--- config.mk ---
export PLATFORM = sky130hd
export DESIGN_NAME = uns_add_256_ctrl_flat
export DESIGN_NICKNAME = d
export VERILOG_FILES = /design/src/rtl/uns_add_256_ctrl_if.sv /design/src/rtl/uns_add_256_ctrl.sv /design/src/flat_wrapper.sv
export SDC_FILE = /design/constraint.sdc
export NUM_CORES = 1
export LEC_CHECK = 0
export ABC_AREA = 1
export BUFFER_PORTS_ARGS = -buffer_cell sky130_fd_sc_hd__buf_2
export CAP_MARGIN = 20
export CORE_MARGIN = 5
export CORE_UTILIZATION = 37
export DETAILED_ROUTE_END_ITERATION = 8
export PLACE_DENSITY = 0.8
export SETUP_SLACK_MARGIN = 0.4
export SYNTH_ARGS = -nofsm -noshare
export SYNTH_HDL_FRONTEND = slang
export SYNTH_SLANG_ARGS = --single-unit
--- constraint.sdc ---
create_clock -name clk -period 1.7 [get_ports clk]
set_clock_uncertainty 0.15 [all_clocks]
set_input_delay 0.255 -clock clk [delete_from_list [all_inputs] [get_ports clk]]
set_output_delay 0.255 -clock clk [all_outputs]
set_load 0.02 [all_outputs]
--- src/rtl/uns_add_256_ctrl_if.sv ---
// Operand and sum streams between the host bus and the adder controller.
// Both directions use a valid/ready handshake, LSW first.
interface uns_add_256_ctrl_if;
  logic        in_valid;
  logic        in_ready;
  logic [15:0] in_data;
  logic        out_valid;
  logic        out_ready;
  logic [15:0] out_data;
  logic        out_last;

  modport master (
    output in_valid, in_data, out_ready,
    input  in_ready, out_valid, out_data, out_last
  );

  modport slave (
    input  in_valid, in_data, out_ready,
    output in_ready, out_valid, out_data, out_last
  );
endinterface

--- src/rtl/uns_add_256_ctrl.sv ---
// Sequencer for the word-serial 256-bit adder: load A, load B,
// clear carry, compute 16 words, then stream the sum out.
module uns_add_256_ctrl (
  input  logic        clk,
  input  logic        rst_n,
  input  logic        start,
  input  logic        abort,
  uns_add_256_ctrl_if.slave strm,
  output logic        out_carry,
  output logic        busy,
  output logic        done,
  output logic [15:0] add_datain,
  output logic        rega_we,
  output logic        regb_we,
  output logic        dff_we,
  output logic        clr,
  output logic        regs_we,
  output logic        rega_sel_cyc,
  output logic        regb_sel_cyc,
  output logic        regs_sel_cyc,
  input  logic [15:0] add_sum,
  input  logic        add_carry
);

  typedef enum logic [2:0] {
    IDLE,
    LOAD_A,
    LOAD_B,
    CLR,
    COMP,
    READ
  } state_e;

  state_e     state_q, state_d;
  logic [3:0] cnt_q, cnt_d;
  logic       carry_q, carry_d;
  logic       done_q, done_d;
  logic       last_acc;
  logic       in_ready;
  logic       out_valid;
  logic       out_last;

  always_ff @(posedge clk or negedge rst_n) begin
    if (!rst_n) begin
      state_q <= IDLE;
      cnt_q   <= '0;
      carry_q <= 1'b0;
      done_q  <= 1'b0;
    end else begin
      state_q <= state_d;
      cnt_q   <= cnt_d;
      carry_q <= carry_d;
      done_q  <= done_d;
    end
  end

  always_comb begin
    state_d      = state_q;
    cnt_d        = cnt_q;
    in_ready     = 1'b0;
    out_valid    = 1'b0;
    out_last     = 1'b0;
    rega_we      = 1'b0;
    regb_we      = 1'b0;
    dff_we       = 1'b0;
    clr          = 1'b0;
    regs_we      = 1'b0;
    rega_sel_cyc = 1'b0;
    regb_sel_cyc = 1'b0;
    regs_sel_cyc = 1'b0;
    last_acc     = 1'b0;
    case (state_q)
      IDLE: begin
        cnt_d = '0;
        if (start) state_d = LOAD_A;
      end
      LOAD_A: begin
        in_ready = 1'b1;
        rega_we  = strm.in_valid;
        if (strm.in_valid) begin
          cnt_d = cnt_q + 4'd1;
          if (cnt_q == 4'd15) begin
            state_d = LOAD_B;
            cnt_d   = '0;
          end
        end
      end
      LOAD_B: begin
        in_ready = 1'b1;
        regb_we  = strm.in_valid;
        if (strm.in_valid) begin
          cnt_d = cnt_q + 4'd1;
          if (cnt_q == 4'd15) begin
            state_d = CLR;
            cnt_d   = '0;
          end
        end
      end
      CLR: begin
        clr     = 1'b1;
        state_d = COMP;
        cnt_d   = '0;
      end
      COMP: begin
        rega_we      = 1'b1;
        regb_we      = 1'b1;
        regs_we      = 1'b1;
        dff_we       = 1'b1;
        rega_sel_cyc = 1'b1;
        regb_sel_cyc = 1'b1;
        cnt_d        = cnt_q + 4'd1;
        if (cnt_q == 4'd15) begin
          state_d = READ;
          cnt_d   = '0;
        end
      end
      READ: begin
        // S recirculates so each accepted word exposes the next one
        regs_sel_cyc = 1'b1;
        out_valid    = 1'b1;
        out_last     = (cnt_q == 4'd15);
        regs_we      = strm.out_ready;
        if (strm.out_ready) begin
          cnt_d = cnt_q + 4'd1;
          if (cnt_q == 4'd15) begin
            state_d  = IDLE;
            cnt_d    = '0;
            last_acc = 1'b1;
          end
        end
      end
      default: begin
        state_d = IDLE;
        cnt_d   = '0;
      end
    endcase
    if (abort) begin
      state_d = IDLE;
      cnt_d   = '0;
    end
  end

  assign done_d  = last_acc & ~abort;
  assign carry_d = done_d ? add_carry : carry_q;

  assign strm.in_ready  = in_ready;
  assign strm.out_valid = out_valid;
  assign strm.out_last  = out_last;
  assign strm.out_data  = add_sum;

  assign add_datain = strm.in_data;
  assign out_carry  = carry_q;
  assign done       = done_q;
  assign busy       = (state_q != IDLE);

endmodule

--- src/flat_wrapper.sv ---
// flat-port wrapper written by rule: the top's interface ports become plain ports
module uns_add_256_ctrl_flat 
  (clk, rst_n, start, abort, out_carry, busy, done, add_datain, rega_we, regb_we, dff_we, clr, regs_we, rega_sel_cyc, regb_sel_cyc, regs_sel_cyc, add_sum, add_carry, strm_in_valid, strm_in_data, strm_out_ready, strm_in_ready, strm_out_valid, strm_out_data, strm_out_last);
  uns_add_256_ctrl_if strm_i ();
  input  logic clk;
  input  logic rst_n;
  input  logic start;
  input  logic abort;
  output logic out_carry;
  output logic busy;
  output logic done;
  output logic [15:0] add_datain;
  output logic rega_we;
  output logic regb_we;
  output logic dff_we;
  output logic clr;
  output logic regs_we;
  output logic rega_sel_cyc;
  output logic regb_sel_cyc;
  output logic regs_sel_cyc;
  input  logic [15:0] add_sum;
  input  logic add_carry;
  input wire logic [$bits(strm_i.in_valid)-1:0] strm_in_valid;
  input wire logic [$bits(strm_i.in_data)-1:0] strm_in_data;
  input wire logic [$bits(strm_i.out_ready)-1:0] strm_out_ready;
  output wire logic [$bits(strm_i.in_ready)-1:0] strm_in_ready;
  output wire logic [$bits(strm_i.out_valid)-1:0] strm_out_valid;
  output wire logic [$bits(strm_i.out_data)-1:0] strm_out_data;
  output wire logic [$bits(strm_i.out_last)-1:0] strm_out_last;
  assign strm_i.in_valid = strm_in_valid;
  assign strm_i.in_data = strm_in_data;
  assign strm_i.out_ready = strm_out_ready;
  assign strm_in_ready = strm_i.in_ready;
  assign strm_out_valid = strm_i.out_valid;
  assign strm_out_data = strm_i.out_data;
  assign strm_out_last = strm_i.out_last;
  uns_add_256_ctrl u_core (.clk(clk), .rst_n(rst_n), .start(start), .abort(abort), .strm(strm_i), .out_carry(out_carry), .busy(busy), .done(done), .add_datain(add_datain), .rega_we(rega_we), .regb_we(regb_we), .dff_we(dff_we), .clr(clr), .regs_we(regs_we), .rega_sel_cyc(rega_sel_cyc), .regb_sel_cyc(regb_sel_cyc), .regs_sel_cyc(regs_sel_cyc), .add_sum(add_sum), .add_carry(add_carry));
endmodule
==> results_dict.tcl, run 1 <==
set metrics [dict create \
    cp.arrival_ns 1.73 \
    grt_usage_pct 14.6 \
    worstHoldStart "add_carry" \
    avgSynthCellArea_um2 6.92 \
    drv_slew 0 \
    worstSetupPathType "flop to flop" \
    synth_seq_cells 9 \
    max_slew_margin_pct 72.2 \
    setup_slack_ns 0.00342 \
    syn_nets 173 \
    num-fill-cells 211 \
    start_kind "flop" \
    core.rowCount 18 \
    antenna_found_initial 0 \
    grt_overflow 0 \
    die_w_um 59.9 \
    die-area_um2 3590 \
    power_density_nw_per_um2 1450 \
    p_leak_nw 0.671 \
    cts_buffers 3 \
    cts-htree-levels 1 \
    start_util_pct 37.9 \
    setup-violations-final 0 \
    cp_max_fo 6 \
    drv_cap 0 \
    antenna_left 0 \
    gp_routability_congestion 0.828 \
    hold_violations 0 \
    r2r_start "u_core.state_q[0]" \
    n_antenna_cell 0 \
    worst_pin_slew_ns 0.416 \
    cts.sinks 9 \
    vias 911 \
    hpwlAfterDp_um 1320 \
    required_ns 1.74 \
    status "finished clean" \
    whs_ns 0.0465 \
    ir_worst_vdd_v 0.000840 \
    die_h_um 59.9 \
    slowest_delay_ns 0.50 \
    port_buffers 20 \
    firstDrtPassIters 4 \
    synth_area_um2 921 \
    fin_crit_sh_pct 99.8 \
    crit_buf_inv 2 \
    drtIter0Drc 27 \
    synth_seq_area_share_pct 24.5 \
    pin_count 85 \
    tns_ns 0 \
    ys_warn_count 0 \
    finalCriticalPeriod_ns 1.70 \
    worstSetupStartpoint "u_core.state_q[0]" \
    fmax_ghz 0.589 \
    ctsRootBufferMaster "clkbuf_4" \
    grt_pass1_vias 801 \
    grt_pass1_wl_um 3910 \
    syn_to_final_growth_pct 36.0 \
    core_area_um2 2430 \
    grt_max_degree 10 \
    cts_max_path_buffers 2 \
    crit_path_end_kind "flop" \
    drt-vias-per-instance 5.27 \
    cts.reportedPaths.clkPinSlew_ns 0.06 \
    synthCells 133 \
    hold_path_class "input port to flop" \
    clk_latency_ns 0.26 \
    cts_tree "built" \
    finalNetCount 184 \
    routed_wl_um 2830 \
    drc 0 \
    drive_above_1_share_pct 60.1 \
    rsz0062_at_grt "yes" \
    cpMaxStageDelayCell "dfrtp_2" \
    crit_family "simple AND/OR/NAND/NOR gates" \
    path_cells "nor2_4, nand2_4, buf_4, buf_6, nand3_4, nand3_4, nand2_4, nand2_1, nand2_1" \
    routedWlPerCell_um 16.4 \
    ys_types 19 \
    dp_slack_ns 0.187 \
]
-- metrics by stage --
stage                     util [%]  cells  power (W)  cell area, um2
final                         51.5    173    0.00182            1250
after global routing          51.5    173    0.00192            1250
after CTS                     47.8    169    0.00161            1160
after detailed placement      34.2    147   0.000993             831
after global placement        34.2    147   0.000991             831
after floorplan                  -    133   0.000986             971
-- synthesized netlist by cell type --
library cell | number | area, um2
nor2_1 | 13 | 48.8
nand3_2 | 4 | 40.0
nand3_1 | 14 | 70.1
ha_1 | 1 | 12.5
nor2_4 | 1 | 11.3
buf_6 | 1 | 11.3
o21ai_0 | 2 | 10.0
nand2_1 | 23 | 86.3
nand4_1 | 1 | 6.26
nand2_2 | 5 | 31.3
buf_4 | 35 | 263
inv_1 | 12 | 45.0
clkinv_1 | 1 | 3.75
nand3b_1 | 1 | 7.51
dfrtp_1 | 9 | 225
o21ai_1 | 3 | 15.0
a21oi_1 | 4 | 20.0
nor2_2 | 1 | 6.26
inv_2 | 2 | 7.51
-- tightest hold or removal path: stages --
cell and delay [ns]:
buf_2 0.07, nand2_1 0.04, nand2_1 0.05
-- layout make-up --
| class | instances | area [um2] | share of cell area, % |
|---|---|---|---|
| Sequential cell | 9 | 229 | 18.3 |
| Timing Repair Buffer | 42 | 363 | 29.0 |
| Inverter | 15 | 66.3 | 5.29 |
| Tap cell | 30 | 37.5 | 3.00 |
| Clock buffer | 4 | 26.3 | 2.10 |
| Multi-Input combinational cell | 73 | 531 | 42.4 |
-- path summary, 6_finish.rpt --
kind,endpoint,slack [ns],depth (start not counted)
max reg2reg,u_core.state_q[0],0.003,9
max in group asynchronous,u_core.state_q[2],0.96,2
min in group asynchronous,u_core.state_q[1],0.23,2
max,u_core.state_q[0],0.003,9
min,u_core.out_carry,0.05,3
min reg2reg,u_core.out_carry,0.32,2
-- layout by cell type (no fill, tap or decap), drive strengths merged --
master       netlist  final
a21oi              4      4
buf               36     41
clkbuf             0      4
dfrtp              9      9
dlygate4sd3        0      1
ha                 1      1
inv               14     15
nand2             28     28
nand3             18     18
nand3b             1      1
nand4              1      1
nor2              15     15
o21ai              5      5
-- routing by layer --
metal	vias up	track usage [%]	share of wire, %
met3	26	4.97	10
met1	422	16.5	34
li1	408	-	-
met5	-	0	0
met2	55	25.2	51
met4	0	5.38	4.8
-- registers in the layout, summed over array words and instances (netlist names) --
name	count
u_core.cnt_q	4
u_core.state_q	3
u_core.out_carry	1
u_core.done	1
-- cells by family after synthesis --
kind of cell    after synthesis  share of synthesized area, %
simple gates                 63                          33.4
flops                         9                          24.5
buf+inv                      51                          35.9
fa+ha+maj                     1                          1.36
compound gates                9                          4.89
-- where the power goes --
| group | internal [W] | total (W) | switching [W] | leakage (nW) |
|---|---|---|---|---|
| logic | 0.000603 | 0.00129 | 0.000686 | 0.538 |
| registers | 0.000262 | 0.000363 | 0.000101 | 0.118 |
| clock network | 0.0000905 | 0.000166 | 0.0000753 | 0.0150 |
-- timing repair --
action / in CTS / in global routing
hold endpoints to repair: 9 / 0
hold buffers: 1 / 0
resized for setup: 45 / 17
buffers inserted: 17 / 4
setup endpoints to repair: 21 / 21
pin swaps: 10 / 9
No activity file was read; power rests on OpenSTA's default activity.
==> inputs of run 2 (changes only) <==
- CORE_MARGIN: 5 -> not set
==> run 2 against run 1 <==
Core utilization is 1.3 points higher. Final area is 4.1% lower. Cell count is 1.7% lower. First-iteration DRC count is 7.4% lower. Largest power group unchanged. Highest routed layer unchanged.
==> results_dict.tcl, run 2 (same netlist as run 1, synthesis figures left out) <==
set metrics [dict create \
    cts_max_path_buffers 2 \
    hold_violations 0 \
    pin_count 85 \
    drc 0 \
    holdPathEnd "u_core.out_carry" \
    drv_cap 0 \
    drtIter0Drc 25 \
    crit_path_end_kind "output pin" \
    grt_max_degree 10 \
    hold_path_class "input port to flop" \
    start_util_pct 40.5 \
    finalNetCount 183 \
    setup-violations-final 0 \
    ir_worst_vdd_v 0.00105 \
    final_common_cell "buf_4" \
    cts.sinks 9 \
    reg2reg_depth 9 \
    fin_crit_sh_pct 98.1 \
    required_ns 1.29 \
    antenna_left 0 \
    drt-vias-per-instance 5.29 \
    grt_overflow 0 \
    vias 900 \
    grt_usage_pct 20.0 \
    num-fill-cells 183 \
    r2r_start "u_core.state_q[0]" \
    top_regs "u_core.cnt_q x4, u_core.state_q x3" \
    cp_max_fo 7 \
    clk_latency_ns 0.25 \
    tns_ns 0 \
    status "finished clean" \
    worst_pin_slew_ns 0.341 \
    met3_usage_pct 5.26 \
    rsz0062_at_grt "yes" \
    n_antenna_cell 0 \
    cts-htree-levels 1 \
    firstDrtPassIters 6 \
    use_met1_pct 19.8 \
    gp_routability_congestion 0.858 \
    r2r-end "u_core.state_q[0]" \
    drive_above_1_share_pct 59.9 \
    die_h_um 51.9 \
    core.rowCount 17 \
    grt_pass1_wl_um 3880 \
    power_density_nw_per_um2 1390 \
    routedWlPerCell_um 16.5 \
    worstSetupPathType "flop to output pin" \
    antenna_found_initial 0 \
    placedInstanceArea_um2 828 \
    port_buffers 20 \
    top_register "u_core.cnt_q" \
    holdPathStages 3 \
    finalCriticalPeriod_ns 1.67 \
    largest_reg_flops 4 \
    grt_pass1_vias 859 \
    grt_most_used_layer "met2" \
    cts_tree "built" \
    routed_wl_um 2810 \
    p_leak_nw 0.647 \
    final_cell_mix "21 x buf_4, 17 x nand2_1, 11 x buf_6" \
    die-area_um2 2690 \
    core_area_um2 2280 \
    hpwlAfterDp_um 1630 \
    start_kind "flop" \
    fmax_ghz 0.599 \
    worstHoldStart "add_carry" \
    ctsRootBufferMaster "clkbuf_4" \
    finalInstanceArea_um2 1200 \
    die_w_um 51.9 \
    cts.reportedPaths.clkPinSlew_ns 0.06 \
    max_slew_margin_pct 77.2 \
    syn_to_final_growth_pct 30.4 \
    cts_buffers 3 \
    use_met2_pct 32.9 \
    cp.arrival_ns 1.26 \
    drv_slew 0 \
    ff2ff_setup_slack_ns 0.12 \
]
run 2: worst max-delay path: stages (launching register included):
cell and delay, ns:
dfrtp_2 0.50, nor2_4 0.15, nand2_4 0.09, o21ai_2 0.12, buf_4 0.15
run 2: worst max path at each step:
| stage | from | cells after the start | to | slack, ns |
|---|---|---|---|---|
| after floorplan | u_core.cnt_q[0] | 8 | u_core.out_carry | 0.31 |
| after global placement | u_core.state_q[0] | 3 | rega_we | 0.23 |
| after detailed placement | u_core.state_q[0] | 8 | u_core.state_q[0] | 0.11 |
| after CTS | u_core.state_q[0] | 4 | regb_we | 0.04 |
| after global routing | u_core.state_q[0] | 4 | regb_we | -0.02 |
| final | u_core.state_q[0] | 4 | regb_we | 0.03 |
run 2: metal layers:
metal | part of all wire [%] | up-vias
li1 | - | 408
met1 | 34 | 421
met2 | 52 | 49
met3 | 6.8 | 22
met4 | 6.5 | 0
met5 | 0 | -
run 2: repair_timing:
| item | CTS | global route |
|---|---|---|
| hold endpoints to repair | 9 | 0 |
| endpoints found under the setup margin | 21 | 21 |
| resized for setup | 24 | 28 |
| pin swaps | 6 | 12 |
| hold buffers | 1 | 0 |
| buffers inserted | 14 | 6 |
run 2: area by class of cell:
cell class | count | area, um2 | share of cell area, %
clock buffers | 4 | 26.3 | 2.19
repair buffers | 41 | 332 | 27.6
inverters | 15 | 65.1 | 5.42
multi-input cells | 73 | 514 | 42.8
flip-flops and latches | 9 | 229 | 19.1
well taps | 28 | 35.0 | 2.92
run 2: through the flow:
| stage | util (%) | power, W | hold slack (ns) | instances | setup slack, ns |
|---|---|---|---|---|---|
| global placement | 36.4 | 0.000973 | -0.0395 | 145 | 0.229 |
| global route | 52.8 | 0.00176 | 0.0569 | 170 | -0.0223 |
| floorplan | - | 0.000986 | -0.191 | 133 | 0.311 |
| detailed placement | 36.4 | 0.00101 | -0.0333 | 145 | 0.114 |
| CTS | 45.8 | 0.00143 | 0.0420 | 164 | 0.0389 |
| finish | 52.8 | 0.00167 | 0.0503 | 170 | 0.0315 |
run 2: power by group:
part | internal (W) | leakage [nW] | switching [W] | total [W]
Clock | 0.0000898 | 0.0150 | 0.0000642 | 0.000154
Sequential | 0.000262 | 0.118 | 0.000102 | 0.000364
Combinational | 0.000523 | 0.514 | 0.000625 | 0.00115
==> inputs of run 3 (changes only) <==
- BUFFER_PORTS_ARGS: -buffer_cell sky130_fd_sc_hd__buf_2 -> not set
- CORE_UTILIZATION: 37 -> 50
- DONT_BUFFER_PORTS: not set -> 1
- PLACE_DENSITY: 0.8 -> not set
==> run 3 against run 2 <==
Final area down 5.9%. Flip-flop and latch count unchanged. Largest cell class unchanged. First-iteration DRC count down 68%.
==> results_dict.tcl, run 3 (same netlist as run 1, synthesis figures left out) <==
set metrics [dict create \
    comb_power_share_pct 68.0 \
    drtIter0Drc 8 \
    clockPowerShare_pct 9.6 \
    seqCellArea_um2 229 \
    top_regs "u_core.cnt_q x4, u_core.state_q x3" \
    clk_latency_ns 0.25 \
    drv_cap 0 \
    ctsRootBufferMaster "clkbuf_4" \
    start_kind "flop" \
    power_density_nw_per_um2 1430 \
    required_ns 1.29 \
    worstSetupPathType "flop to output pin" \
    cts-htree-levels 1 \
    finalNetCount 165 \
    setup-violations-final 0 \
    cts_max_path_buffers 2 \
    worst_pin_slew_ns 0.380 \
    drv_slew 0 \
    rsz0062_at_grt "yes" \
    routed_wl_um 2360 \
    drt-vias-per-instance 5.16 \
    cts.reportedPaths.clkPinSlew_ns 0.06 \
    multi_input_area_um2 568 \
    ir_worst_vdd_v 0.000847 \
    fin_crit_sh_pct 96.6 \
    max_slew_margin_pct 74.6 \
    cts_tree "built" \
    die-area_um2 2020 \
    gp_routability_congestion 0.808 \
    grt_overflow 0 \
    p_switching_w 0.000805 \
    cp.arrival_ns 1.24 \
    grt_pass1_wl_um 3060 \
    cpMaxStageDelayCell "dfrtp_2" \
    p_leak_nw 0.546 \
    syn_to_final_growth_pct 22.7 \
    finalCriticalPeriod_ns 1.64 \
    placedInstanceArea_um2 724 \
    grt_usage_pct 20.6 \
    drc 0 \
    final_cell_mix "16 x buf_4, 14 x nand2_1, 10 x nor2_1" \
    port_buffers 0 \
    cts_buffers 3 \
    n_antenna_cell 0 \
    firstDrtPassIters 4 \
    antenna_found_initial 0 \
    core.rowCount 15 \
    fin_util_pct 65.4 \
    hpwlAfterDp_um 1360 \
    grt_pass1_vias 714 \
    routedWlPerCell_um 15.8 \
    hold_violations 0 \
    final_common_cell "buf_4" \
    core_area_um2 1730 \
    largest_reg_flops 4 \
    grt_max_degree 10 \
    cts.sinks 9 \
    top_register "u_core.cnt_q" \
    swShare_pct 49.8 \
    pin_count 85 \
    fmax_ghz 0.609 \
    drive_above_1_share_pct 55.6 \
    start_util_pct 53.3 \
    crit_buf_inv 0 \
    finalInstanceArea_um2 1130 \
    crit_path_end_kind "output pin" \
    die_w_um 44.9 \
    crit_family "flip-flops" \
    status "finished clean" \
    die_h_um 44.9 \
    internal-power_w 0.000811 \
    vias 769 \
    hold_path_class "input port to flop" \
    cp_max_fo 8 \
    path_cells "nor2_4, nand2_4, o21ai_4" \
    num-fill-cells 129 \
    p_seq_share_pct 22.3 \
    slowest_delay_ns 0.50 \
    antenna_left 0 \
]
## run 3: cell types whose count changed in the layout (fill, tap and decap cells not counted), sizes merged
| cell | previous run | this run |
|---|---|---|
| dlygate4sd3 | 1 | 2 |
| buf | 40 | 21 |
| clkinv | 1 | 2 |
| inv | 14 | 13 |
## run 3: worst register-to-register path, delay by kind of cell, from the launching register on
| kind | cells | cell delay [ns] |
|---|---|---|
| flip-flops | 1 | 0.50 |
| buffers and inverters | 1 | 0.16 |
| AND/OR/NAND/NOR | 6 | 0.65 |
## run 3: final cells by class
| type | count | share of cell area, % |
|---|---|---|
| inverter | 15 | 6.98 |
| sequential | 9 | 20.3 |
| clock buffer | 4 | 2.33 |
| timing repair buffer | 23 | 17.4 |
| multi-input combinational | 73 | 50.3 |
| tap | 25 | 2.77 |
## run 3: path summary, 6_finish.rpt
path / from / end / slack (ns) / cells past startpoint
hold reg to reg: u_core.cnt_q[1] / u_core.cnt_q[1] / 0.39 / 2
hold / removal: abort / u_core.state_q[1] / 0.03 / 3
max in group asynchronous: rst_n / u_core.state_q[0] / 0.90 / 1
min in group asynchronous: rst_n / u_core.done / 0.21 / 1
setup reg to reg: u_core.state_q[0] / u_core.state_q[0] / 0.13 / 7
setup / recovery: u_core.state_q[0] / regb_we / 0.06 / 3
## run 3: layer usage
layer | global-route usage (%) | wire length [um] | up-vias | share of wire, %
met3 | 4.40 | 219 | 16 | 9.3
met4 | 10.9 | 61 | 0 | 2.6
li1 | - | - | 372 | -
met5 | 0 | 0 | - | 0
met1 | 23.7 | 884 | 335 | 37
met2 | 35.6 | 1200 | 46 | 51
## run 3: power groups by stage
stage,Combinational [W],Sequential [W],Clock (W)
after floorplan,0.000672,0.000314,0
after global placement,0.000550,0.000362,0
after detailed placement,0.000549,0.000364,0
after CTS,0.000840,0.000354,0.000168
after global routing,0.00117,0.000361,0.000175
final,0.00110,0.000361,0.000156
## run 3: what timing repair did
action                                  CTS  global route
endpoints found under the setup margin   21            21
hold buffers                              2             0
resized for setup                        27            21
buffers inserted                         12             9
pin swaps                                11            16
endpoints found under the hold margin    10             0
## run 3: per-stage QoR
stage / setup TNS, ns / worst slack (ns) / hold WS (ns) / std cells / power [W]
final: 0 / 0.0571 / 0.0273 / 149 / 0.00162
after detailed placement: 0 / 0.141 / -0.190 / 122 / 0.000913
after global placement: 0 / 0.166 / -0.190 / 122 / 0.000912
after floorplan: 0 / 0.311 / -0.191 / 133 / 0.000986
after CTS: 0 / 0.0740 / 0.0174 / 140 / 0.00136
after global routing: -0.000415 / -0.000415 / 0.0303 / 149 / 0.00171
